### src/rtl/niu_sii_pkg.sv
// Shared encodings, beat counts, FSM state type and parity helper for the NIU->SII launcher.
package niu_sii_pkg;

    localparam logic [1:0] REQ_RD   = 2'b00;
    localparam logic [1:0] REQ_WR64 = 2'b01;
    localparam logic [1:0] REQ_WR16 = 2'b10;
    localparam logic [1:0] REQ_RSVD = 2'b11;

    localparam int WR64_BEATS = 4;
    localparam int WR16_BEATS = 1;

    typedef enum logic [2:0] {
        IDLE,
        COLLECT,
        WAIT_CRED,
        HDR,
        PAYLD
    } state_t;

    // One even-parity bit per 16-bit lane of a 128-bit word.
    function automatic logic [7:0] par16x8(input logic [127:0] d);
        logic [7:0] p;
        for (int i = 0; i < 8; i++) begin
            p[i] = ^d[16*i +: 16];
        end
        return p;
    endfunction

endpackage

### src/rtl/niu_sii_cred_cnt.sv
// Up/down credit counter that saturates at its reset value and flags increments beyond it.
module niu_sii_cred_cnt #(
    parameter int CRED_W = 5,
    parameter int INIT   = 16
) (
    input  logic              iol2clk,
    input  logic              rst_l,
    input  logic              inc,
    input  logic              dec,
    output logic [CRED_W-1:0] cnt,
    output logic              ovf
);

    localparam logic [CRED_W-1:0] MAX = CRED_W'(INIT);

    assign ovf = inc && !dec && (cnt == MAX);

    always_ff @(posedge iol2clk or negedge rst_l) begin
        if (!rst_l) begin
            cnt <= MAX;
        end else if (inc && !dec && (cnt != MAX)) begin
            cnt <= cnt + CRED_W'(1);
        end else if (dec && !inc && (cnt != '0)) begin
            cnt <= cnt - CRED_W'(1);
        end
    end

endmodule

### src/rtl/niu_sii_req_launch.sv
// NIU->SII inbound DMA request launcher: buffers write payload, tracks OQ/BQ credits, emits header + beats.
// Optional `NIU_SII_PAR_INJ_EN adds par_inj, which corrupts parity bit 0 on the next header cycle.
module niu_sii_req_launch
    import niu_sii_pkg::*;
#(
    parameter int OQ_CREDITS = 16,
    parameter int BQ_CREDITS = 16,
    parameter int CRED_W     = 5
) (
    input  logic         iol2clk,
    input  logic         rst_l,
`ifdef NIU_SII_PAR_INJ_EN
    input  logic         par_inj,
`endif
    input  logic         req_vld,
    output logic         req_rdy,
    input  logic [1:0]   req_type,
    input  logic         req_bypass,
    input  logic [127:0] req_hdr,
    input  logic         wd_vld,
    output logic         wd_rdy,
    input  logic [127:0] wd_data,
    input  logic [15:0]  wd_be,
    output logic         niu_sii_hdr_vld,
    output logic         niu_sii_reqbypass,
    output logic         niu_sii_datareq,
    output logic         niu_sii_datareq16,
    output logic [127:0] niu_sii_data,
    output logic [7:0]   niu_sii_parity,
    output logic [15:0]  niu_sii_be,
    input  logic         sii_niu_oqdq,
    input  logic         sii_niu_bqdq,
    output logic         cred_err
);

    state_t              state, state_nxt;
    logic [1:0]          lat_type;
    logic                lat_bypass;
    logic [127:0]        lat_hdr;
    logic [127:0]        pay_data [WR64_BEATS];
    logic [15:0]         pay_be   [WR64_BEATS];
    logic [1:0]          beat_idx, beat_nxt, last_idx;
    logic                accept, illegal, hdr_load, pay_load;
    logic                sel_cred_ok, b2b_ok;
    logic                oq_dec, bq_dec, oq_ovf, bq_ovf;
    logic [CRED_W-1:0]   oq_cnt, bq_cnt, new_q_cnt;
    logic [127:0]        data_nxt;
    logic [15:0]         be_nxt;
    logic [7:0]          par_flip;

    niu_sii_cred_cnt #(.CRED_W(CRED_W), .INIT(OQ_CREDITS)) u_oq_cred (
        .iol2clk (iol2clk),
        .rst_l   (rst_l),
        .inc     (sii_niu_oqdq),
        .dec     (oq_dec),
        .cnt     (oq_cnt),
        .ovf     (oq_ovf)
    );

    niu_sii_cred_cnt #(.CRED_W(CRED_W), .INIT(BQ_CREDITS)) u_bq_cred (
        .iol2clk (iol2clk),
        .rst_l   (rst_l),
        .inc     (sii_niu_bqdq),
        .dec     (bq_dec),
        .cnt     (bq_cnt),
        .ovf     (bq_ovf)
    );

    always_comb begin
        state_nxt   = state;
        beat_nxt    = beat_idx;
        req_rdy     = 1'b0;
        wd_rdy      = 1'b0;
        hdr_load    = 1'b0;
        pay_load    = 1'b0;
        last_idx    = (lat_type == REQ_WR64) ? 2'(WR64_BEATS - 1) : 2'(WR16_BEATS - 1);
        sel_cred_ok = lat_bypass ? (bq_cnt != '0) : (oq_cnt != '0);
        // A follow-on read must still have credit after the launch happening this cycle.
        new_q_cnt   = req_bypass ? bq_cnt : oq_cnt;
        b2b_ok      = (req_type == REQ_RD) &&
                      ((req_bypass == lat_bypass) ? (new_q_cnt > CRED_W'(1)) : (new_q_cnt != '0));

        case (state)
            IDLE: begin
                req_rdy = 1'b1;
                if (req_vld) begin
                    case (req_type)
                        REQ_RD:             state_nxt = WAIT_CRED;
                        REQ_WR64, REQ_WR16: state_nxt = COLLECT;
                        default:            state_nxt = IDLE;
                    endcase
                end
            end
            COLLECT: begin
                wd_rdy = 1'b1;
                if (wd_vld) begin
                    if (beat_idx == last_idx) begin
                        beat_nxt  = '0;
                        state_nxt = WAIT_CRED;
                    end else begin
                        beat_nxt = beat_idx + 2'd1;
                    end
                end
            end
            WAIT_CRED: begin
                if (sel_cred_ok) state_nxt = HDR;
            end
            HDR: begin
                hdr_load = 1'b1;
                if (lat_type == REQ_RD) begin
                    req_rdy   = b2b_ok;
                    state_nxt = (req_vld && b2b_ok) ? HDR : IDLE;
                end else begin
                    beat_nxt  = '0;
                    state_nxt = PAYLD;
                end
            end
            PAYLD: begin
                pay_load = 1'b1;
                if (beat_idx == last_idx) begin
                    beat_nxt  = '0;
                    state_nxt = IDLE;
                end else begin
                    beat_nxt = beat_idx + 2'd1;
                end
            end
            default: state_nxt = IDLE;
        endcase

        accept  = req_vld && req_rdy && (req_type != REQ_RSVD);
        illegal = req_vld && req_rdy && (req_type == REQ_RSVD);
        oq_dec  = hdr_load && !lat_bypass;
        bq_dec  = hdr_load && lat_bypass;

        data_nxt = '0;
        be_nxt   = '0;
        if (hdr_load) begin
            data_nxt = lat_hdr;
        end else if (pay_load) begin
            data_nxt = pay_data[beat_idx];
            be_nxt   = pay_be[beat_idx];
        end
    end

`ifdef NIU_SII_PAR_INJ_EN
    logic inj_armed;

    always_ff @(posedge iol2clk or negedge rst_l) begin
        if (!rst_l) begin
            inj_armed <= 1'b0;
        end else if (hdr_load && inj_armed) begin
            inj_armed <= par_inj;
        end else if (par_inj) begin
            inj_armed <= 1'b1;
        end
    end

    assign par_flip = {7'b0, hdr_load && inj_armed};
`else
    assign par_flip = '0;
`endif

    always_ff @(posedge iol2clk or negedge rst_l) begin
        if (!rst_l) begin
            state      <= IDLE;
            beat_idx   <= '0;
            lat_type   <= REQ_RD;
            lat_bypass <= 1'b0;
            lat_hdr    <= '0;
            cred_err   <= 1'b0;
            for (int i = 0; i < WR64_BEATS; i++) begin
                pay_data[i] <= '0;
                pay_be[i]   <= '0;
            end
        end else begin
            state    <= state_nxt;
            beat_idx <= beat_nxt;
            if (accept) begin
                lat_type   <= req_type;
                lat_bypass <= req_bypass;
                lat_hdr    <= req_hdr;
            end
            if (wd_rdy && wd_vld) begin
                pay_data[beat_idx] <= wd_data;
                pay_be[beat_idx]   <= wd_be;
            end
            if (illegal || oq_ovf || bq_ovf) cred_err <= 1'b1;
        end
    end

    // Interface outputs are registered, so each header/beat appears the cycle after its FSM slot.
    always_ff @(posedge iol2clk or negedge rst_l) begin
        if (!rst_l) begin
            niu_sii_hdr_vld   <= 1'b0;
            niu_sii_reqbypass <= 1'b0;
            niu_sii_datareq   <= 1'b0;
            niu_sii_datareq16 <= 1'b0;
            niu_sii_data      <= '0;
            niu_sii_be        <= '0;
            niu_sii_parity    <= '0;
        end else begin
            niu_sii_hdr_vld   <= hdr_load;
            niu_sii_reqbypass <= hdr_load && lat_bypass;
            niu_sii_datareq   <= hdr_load && (lat_type != REQ_RD);
            niu_sii_datareq16 <= hdr_load && (lat_type == REQ_WR16);
            niu_sii_data      <= data_nxt;
            niu_sii_be        <= be_nxt;
            niu_sii_parity    <= par16x8(data_nxt) ^ par_flip;
        end
    end

endmodule

### config.mk
export PLATFORM = sky130hd
export DESIGN_NAME = niu_sii_req_launch
export DESIGN_NICKNAME = d
export VERILOG_FILES = /design/src/rtl/niu_sii_pkg.sv /design/src/rtl/niu_sii_cred_cnt.sv /design/src/rtl/niu_sii_req_launch.sv
export SDC_FILE = /design/constraint.sdc
export NUM_CORES = 1
export LEC_CHECK = 0
export CORE_ASPECT_RATIO = 0.8
export CORE_MARGIN = 2
export CORE_UTILIZATION = 53
export CTS_BUF_LIST = sky130_fd_sc_hd__clkbuf_4 sky130_fd_sc_hd__clkbuf_8
export DETAILED_ROUTE_END_ITERATION = 10
export PLACE_DENSITY = 0.79
export RECOVER_POWER = 100
export SYNTH_ARGS = -nofsm -noshare
export SYNTH_HDL_FRONTEND = slang
export SYNTH_HIERARCHICAL = 1
export SYNTH_SLANG_ARGS = --single-unit
### constraint.sdc
create_clock -name iol2clk -period 3.05 [get_ports iol2clk]
set_clock_uncertainty 0.2 [all_clocks]
set_input_delay 0.305 -clock iol2clk [delete_from_list [all_inputs] [get_ports iol2clk]]
set_output_delay 0.305 -clock iol2clk [all_outputs]
set_load 0.1 [all_outputs]
==> results of run 1 <==
-- timing repair --
item,in CTS,in global routing
pin swaps,0,2
hold buffers,255,0
endpoints found under the setup margin,1,6
setup buffers,0,1
endpoints found under the hold margin,1362,0
gates resized for setup,3,9
-- kinds of logic (layout without fill, tap and decap cells) --
family                   Yosys count  after routing  share of synthesized area (%)
AO/OA/AOI/OAI                    286            286                           4.13
XOR/XNOR                          86             86                           3.68
AND/OR/NAND/NOR                  191            191                           2.26
buffers and inverters            171           1063                           2.16
multiplexers                     987            987                           29.0
adder cells (fa/ha/maj)           17             17                          0.602
flip-flops                       879            879                           58.1
other                              0             11                              0
-- through the flow --
step                setup WS (ns)  hold WS, ns
finish                    -0.0387       0.0350
global route              -0.0587       0.0120
CTS                        0.0239     0.000576
detailed placement        -0.0940       0.0653
global placement          -0.0466       0.0572
floorplan                 -0.0269       -0.191
-- worst max path at each step --
| stage | from | to | slack (ns) |
|---|---|---|---|
| CTS | state[1]$_DFFE_PN0P_ | niu_sii_parity[4]$_DFF_PN0_ | 0.02 |
| global route | state[1]$_DFFE_PN0P_ | niu_sii_parity[5]$_DFF_PN0_ | -0.06 |
| floorplan | state[2]$_DFFE_PN0P_ | u_bq_cred/cnt[3]$_DFFE_PN0P_ | -0.03 |
| finish | state[1]$_DFFE_PN0P_ | niu_sii_parity[5]$_DFF_PN0_ | -0.04 |
| global placement | state[1]$_DFFE_PN0P_ | niu_sii_parity[5]$_DFF_PN0_ | -0.05 |
| detailed placement | state[1]$_DFFE_PN0P_ | niu_sii_parity[5]$_DFF_PN0_ | -0.09 |
-- critical path, delay by kind of cell, from the launching register on --
| kind | cells | cell delay, ns |
|---|---|---|
| xor+xnor | 3 | 1.04 |
| buf+inv | 2 | 0.31 |
| compound gates | 1 | 0.36 |
| simple gates | 1 | 0.60 |
| flops | 1 | 0.40 |
-- registers in the layout, indices dropped and copies added, names as in the netlist, 3 cells and up --
register / flops
u_oq_cred/cnt: 5
niu_sii_data: 128
lat_hdr: 128
pay_data: 512
u_bq_cred/cnt: 5
niu_sii_be: 16
pay_be: 64
state: 3
niu_sii_parity: 8
-- layer usage --
metal  global-route usage [%]  vias up  routed length (um)
met2                     47.2      786               51600
li1                         -    10960                   -
met5                        0        -                  38
met4                     9.26        6                2550
met3                     6.08      179                6060
met1                     38.5    13117               44400
-- cells in the mapped netlist (all sizes together) (15+ instances only) --
cell | count | share of area (%)
a21o | 16 | 0.34
xor3 | 24 | 1.5
o21ai | 122 | 1.7
and3 | 19 | 0.31
ha | 15 | 0.50
clkbuf | 66 | 0.65
xnor3 | 16 | 0.95
mux4 | 18 | 1.1
o22ai | 16 | 0.26
mux2 | 711 | 21
nor2 | 125 | 1.2
a21oi | 122 | 1.6
buf | 90 | 1.4
xor2 | 42 | 1.1
dfrtp | 877 | 58
mux2i | 258 | 6.8
nand2 | 18 | 0.18
-- report_power, final --
group          internal [W]  switching, W
combinational       0.00994        0.0124
sequential           0.0166       0.00285
clock               0.00580       0.00462
-- placed cells by master (no fill, tap or decap), types with 47 or more instances in the layout --
| cell type | synthesis | layout |
|---|---|---|
| a21oi_1 | 122 | 122 |
| buf_4 | 16 | 211 |
| clkbuf_4 | 0 | 47 |
| clkbuf_8 | 0 | 172 |
| clkdlybuf4s50_1 | 0 | 279 |
| dfrtp_1 | 877 | 876 |
| dlygate4sd3_1 | 0 | 254 |
| mux2_2 | 707 | 707 |
| mux2i_1 | 258 | 258 |
| nor2_1 | 125 | 123 |
| o21ai_0 | 77 | 73 |
-- cell type report --
| type | instances | area (um2) |
|---|---|---|
| fill | 4611 | 21300 |
| clock buffer | 217 | 2700 |
| sequential | 879 | 22000 |
| multi-input combinational | 1567 | 15100 |
| clock inverter | 22 | 209 |
| inverter | 15 | 61.3 |
| timing repair buffer | 809 | 7960 |
| antenna | 11 | 27.5 |
| tap | 934 | 1170 |
==> results.yml, run 1 <==
run_status:
  status: "complete, but fails checks"
  violations: "capacitance limit, slew limit, setup timing"
clock_tree:
  clock_latency_ns: 0.81
  htree_levels: 4
  clockBufferDepth: 3
  numCtsBuffers: 138
  root_buffer: "clkbuf_8"
  cts_tree: "yes"
  clk_pin_slew_ns: 0.06
  cts_sinks: 879
sta:
  tns_ns: -0.0387
  rsz0062_at_grt: "true"
  hold_viol: 0
  fmax_mhz: 324
  min_period_ns: 3.09
  maxSlewViolCount: 10
  max_slew_margin_pct: -29.6
  fin_ws_ns: -0.0387
  setup_viol: 1
  tightest_slew_ns: 1.94
  period_share_pct: 101
routing:
  final_antenna_net_count: 0
  wirelength_um: 105000
  drtIter0Drc: 1644
  post-route-drc-count: 0
  vias: 25048
  drt_pre_antenna_iters: 5
  wire_per_inst_um: 23.5
  routed_via_density: 5.62
worst_setup_path:
  r2r-start: "state[1]$_DFFE_PN0P_"
  max_stage_delay_ns: 0.60
  rrSetupSlack_ns: -0.04
  critPathLaunchType: "register"
  crit_fanout: 33
  crit_type: "register to register"
  critPathCaptureType: "register"
  critPathRequiredTime_ns: 3.52
  critical-path-slowest-cell: "or4b_4"
  arrival_ns: 3.56
  timing.rr.end: "niu_sii_parity[5]$_DFF_PN0_"
  ff2ff_path_depth: 7
  path_cells: "or4b_4 > buf_12 > o21ai_1 > xor3_1 > xnor3_1 > buf_12 > xnor3_1"
placement:
  io_buffer_count: 439
  place_inst: 3948
  hpwl_um: 67500
  place_congestion: 0.880
  postPlaceCellArea_um2: 43800
global_routing:
  grt_pass1_vias: 27413
  overflow: 0
  grt_pass1_wl_um: 161000
  grt_usage_pct: 28.8
  grt_antenna_before_repair: 12
  grt_max_degree: 128
synthesis:
  syn_area_per_cell_um2: 14.5
  synth_area_um2: 37900
  synth-edff-count: 0
  synthCells: 2617
  synth_warnings: 6
  ys_seq_area_share_pct: 58.1
  synth_nets: 2915
  synth-seq-cells: 879
  ys_async_sr_fraction_pct: 100
  synth_ff_type: "dfrtp_1"
  synth_cell_types: 52
floorplan:
  pin_count: 440
  die_area_um2: 73600
  die_w_um: 303
  initial_utilization_pct: 53.7
  fp.dieH_um: 243
  rows: 87
  core_um2: 70500
hold_path:
  hold_start: "wd_data[80]"
  hold_depth: 2
  min_to: "pay_data[80]$_DFFE_PN0P_"
  hp-class: "input port to register"
power_and_ir_drop:
  p_total_w: 0.0522
  power_leakage_nw: 22.8
  power_density_nw_per_um2: 1060
  ir_drop_v: 0.00100
flow_run:
  cap_violations: 1
final_layout:
  post-route-util_pct: 69.8
  num-nets-final: 3708
  drive_gt1_share_pct: 36.3
  final_cell_area_um2: 49300
  final_cell_count_no_fill: 4454
  area_growth_pct: 30.1
Note: power is estimated with default switching activity, not from simulation.
==> inputs of run 2 (changes only) <==
--- a/config.mk
+++ b/config.mk
@@ -12,7 +12,7 @@
 export DETAILED_ROUTE_END_ITERATION = 10
 export PLACE_DENSITY = 0.79
 export RECOVER_POWER = 100
+export REMOVE_ABC_BUFFERS = 1
 export SYNTH_ARGS = -nofsm -noshare
 export SYNTH_HDL_FRONTEND = slang
-export SYNTH_HIERARCHICAL = 1
 export SYNTH_SLANG_ARGS = --single-unit
==> results.yml, run 2 <==
clock_tree:
  cts_tree: "yes"
  clockBufferDepth: 3
  cts_sinks: 879
  numCtsBuffers: 136
  clk_pin_slew_ns: 0.07
  root_buffer: "clkbuf_8"
  clock_latency_ns: 0.78
  htree_levels: 4
sta:
  period_share_pct: 98.1
  tns_ns: 0
  hold_viol: 0
  min_period_ns: 2.99
  tightest_slew_ns: 2.42
  rsz0062_at_grt: "true"
  maxSlewViolCount: 15
  setup_viol: 0
  max_slew_margin_pct: -61.1
  fmax_mhz: 334
power_and_ir_drop:
  ir_drop_v: 0.000839
  p_total_w: 0.0516
  power_density_nw_per_um2: 1070
  power_leakage_nw: 22.1
global_routing:
  grt_antenna_before_repair: 21
  grt_usage_pct: 26.3
  grt_pass1_vias: 27022
  grt_max_degree: 98
  overflow: 0
  grt_pass1_wl_um: 149000
synthesis:
  yosys-top-cells-count: "dfrtp_1, mux2_2, mux2i_1, a21oi_1, nor2_1"
  synth_ff_type: "dfrtp_1"
  syn_area_per_cell_um2: 14.5
  synthCells: 2602
  synth_top_area_cell: "dfrtp_1"
  synth_area_um2: 37800
  synth_warnings: 0
  synth-edff-count: 0
  synth_top_cell_area_share_pct: 58.1
  synthTopCellsByArea: "dfrtp_1, mux2_2, mux2i_1, a21oi_1, xor3_1"
  yosysMostFrequentCell: "dfrtp_1"
  synth-seq-cells: 879
  synth_cell_types: 61
  ys_async_sr_fraction_pct: 100
  ys_seq_area_share_pct: 58.3
worst_setup_path:
  max_stage_delay_ns: 0.58
  critPathRequiredTime_ns: 3.50
  ff2ff_path_depth: 7
  critical-path-slowest-cell: "or4b_4"
  timing.rr.end: "niu_sii_parity[3]$_DFF_PN0_"
  crit_type: "register to register"
  r2r-start: "beat_idx[1]$_DFFE_PN0P_"
  crit_fanout: 69
  crit_family: "XOR/XNOR gates"
  arrival_ns: 3.45
  critPathLaunchType: "register"
  path_cells: "or4b_4 > buf_12 > buf_4 > o21ai_1 > xor2_1 > xor3_1 > xnor3_1"
  crit_buf_inv: 2
  rrSetupSlack_ns: 0.06
  critPathCaptureType: "register"
routing:
  routed_via_density: 5.60
  wirelength_um: 96900
  met3_length_um: 5470
  dr.max_layer_used: "met5"
  post-route-drc-count: 0
  drtIter0Drc: 1303
  wire_per_inst_um: 22.1
  wl_met2_um: 48600
  vias: 24594
  wl_met1_um: 40000
  final_antenna_net_count: 0
  drt_pre_antenna_iters: 6
final_layout:
  area_growth_pct: 27.7
  num-nets-final: 3647
  drive_gt1_share_pct: 33.7
  post-route-util_pct: 68.3
  largest_registers: "pay_data (512), lat_hdr (128), niu_sii_data (128)"
  layout_common_cells: "dfrtp_1, mux2_2, clkdlybuf4s50_1"
  fillers: 4781
  multi_input_area_um2: 15100
  regArea_um2: 22000
  largest_reg_flops: 512
  largest-register: "pay_data"
  final_common_cell: "dfrtp_1"
hold_path:
  min_to: "pay_data[124]$_DFFE_PN0P_"
  hp-class: "input port to register"
  hold_depth: 2
  hold_start: "wd_data[124]"
run_status:
  status: "complete, but fails checks"
  violations: "capacitance limit, slew limit"
floorplan:
  die_w_um: 302
  rows: 87
  core_um2: 70500
  die_area_um2: 73400
  fp.dieH_um: 243
  pin_count: 440
  initial_utilization_pct: 53.5
placement:
  place_congestion: 0.839
  io_buffer_count: 439
  hpwl_um: 61500
flow_run:
  cap_violations: 1
==> run 2: cell count changes in the layout (fill, tap and decap cells not counted), sizes merged, moves of 4 or more <==
cell / before / now
buf: 260 / 165
dlygate4sd3: 254 / 200
inv: 24 / 14
nor2: 125 / 119
nand3: 6 / 2
clkbuf: 233 / 341
nor3: 1 / 6
diode: 11 / 17
a21o: 16 / 20
clkinv: 7 / 3
==> run 2: cell families after synthesis <==
family | after synthesis | share of synthesized area [%]
flops | 879 | 58.3
xor+xnor | 86 | 3.69
fa+ha+maj | 15 | 0.537
compound gates | 296 | 4.35
buf+inv | 166 | 2.20
mux | 980 | 28.9
simple gates | 180 | 2.07
==> run 2: cell type report <==
type	count	share of cell area, %
repair buffers	768	14.8
multi-input cells	1557	31.2
clock inverters	10	0.158
clock buffers	217	5.61
diodes	17	0.0883
flip-flops and latches	879	45.7
inverters	9	0.0753
well taps	934	2.42
==> run 2: worst register-to-register path, cell delays in order, from the launching register on <==
cell	delay [ns]
dfrtp_1	0.38
or4b_4	0.58
buf_12	0.23
buf_4	0.32
o21ai_1	0.25
xor2_1	0.24
xor3_1	0.30
xnor3_1	0.37
==> run 2: routing by layer <==
metal  up-vias  GRT usage (%)
met5         -              0
met1     12801           33.9
li1      10867              -
met4        10           10.2
met3       186           5.50
met2       730           43.8
==> run 2: worst max path at each step <==
| stage | startpoint | end | slack, ns | cells past startpoint |
|---|---|---|---|---|
| final | beat_idx[1]$_DFFE_PN0P_ | niu_sii_parity[3]$_DFF_PN0_ | 0.06 | 7 |
| after global routing | u_bq_cred.cnt[3]$_DFFE_PN0P_ | u_bq_cred.cnt[4]$_DFFE_PN1P_ | -0.03 | 10 |
| after CTS | u_oq_cred.cnt[3]$_DFFE_PN0P_ | req_rdy | -0.009 | 6 |
| after detailed placement | state[2]$_DFFE_PN0P_ | niu_sii_parity[5]$_DFF_PN0_ | -0.07 | 6 |
| after global placement | state[2]$_DFFE_PN0P_ | niu_sii_parity[5]$_DFF_PN0_ | -0.01 | 6 |
| after floorplan | beat_idx[0]$_DFFE_PN0P_ | pay_be[16]$_DFFE_PN0P_ | -10.32 | 4 |
==> run 2: power by group <==
part           switching, W  internal (W)  leakage, nW  total, W
combinational        0.0125       0.00986         9.42    0.0223
clock               0.00450       0.00559         1.48    0.0101
sequential          0.00266        0.0165         11.2    0.0192
==> run 2: through the flow <==
step	instance area (um2)	std cells	setup slack [ns]	hold slack, ns
2_1_floorplan	37000	2445	-10.32	-0.191
3_3_place_gp	43500	3935	-0.0120	0.0948
3_5_place_dp	43500	3935	-0.0723	0.102
4_1_cts	48400	4364	-0.00881	0.000545
5_1_grt	48200	4390	-0.0308	0.0201
6_report	48200	4391	0.0574	0.0499
==> run 2: timing repair <==
item | in CTS | in global routing
gates resized for setup | 11 | 15
buffers inserted | 2 | 7
endpoints found under the setup margin | 3 | 11
hold buffers | 200 | 1
pin swaps | 1 | 7
endpoints found under the hold margin | 1084 | 1
gates cloned | 0 | 3
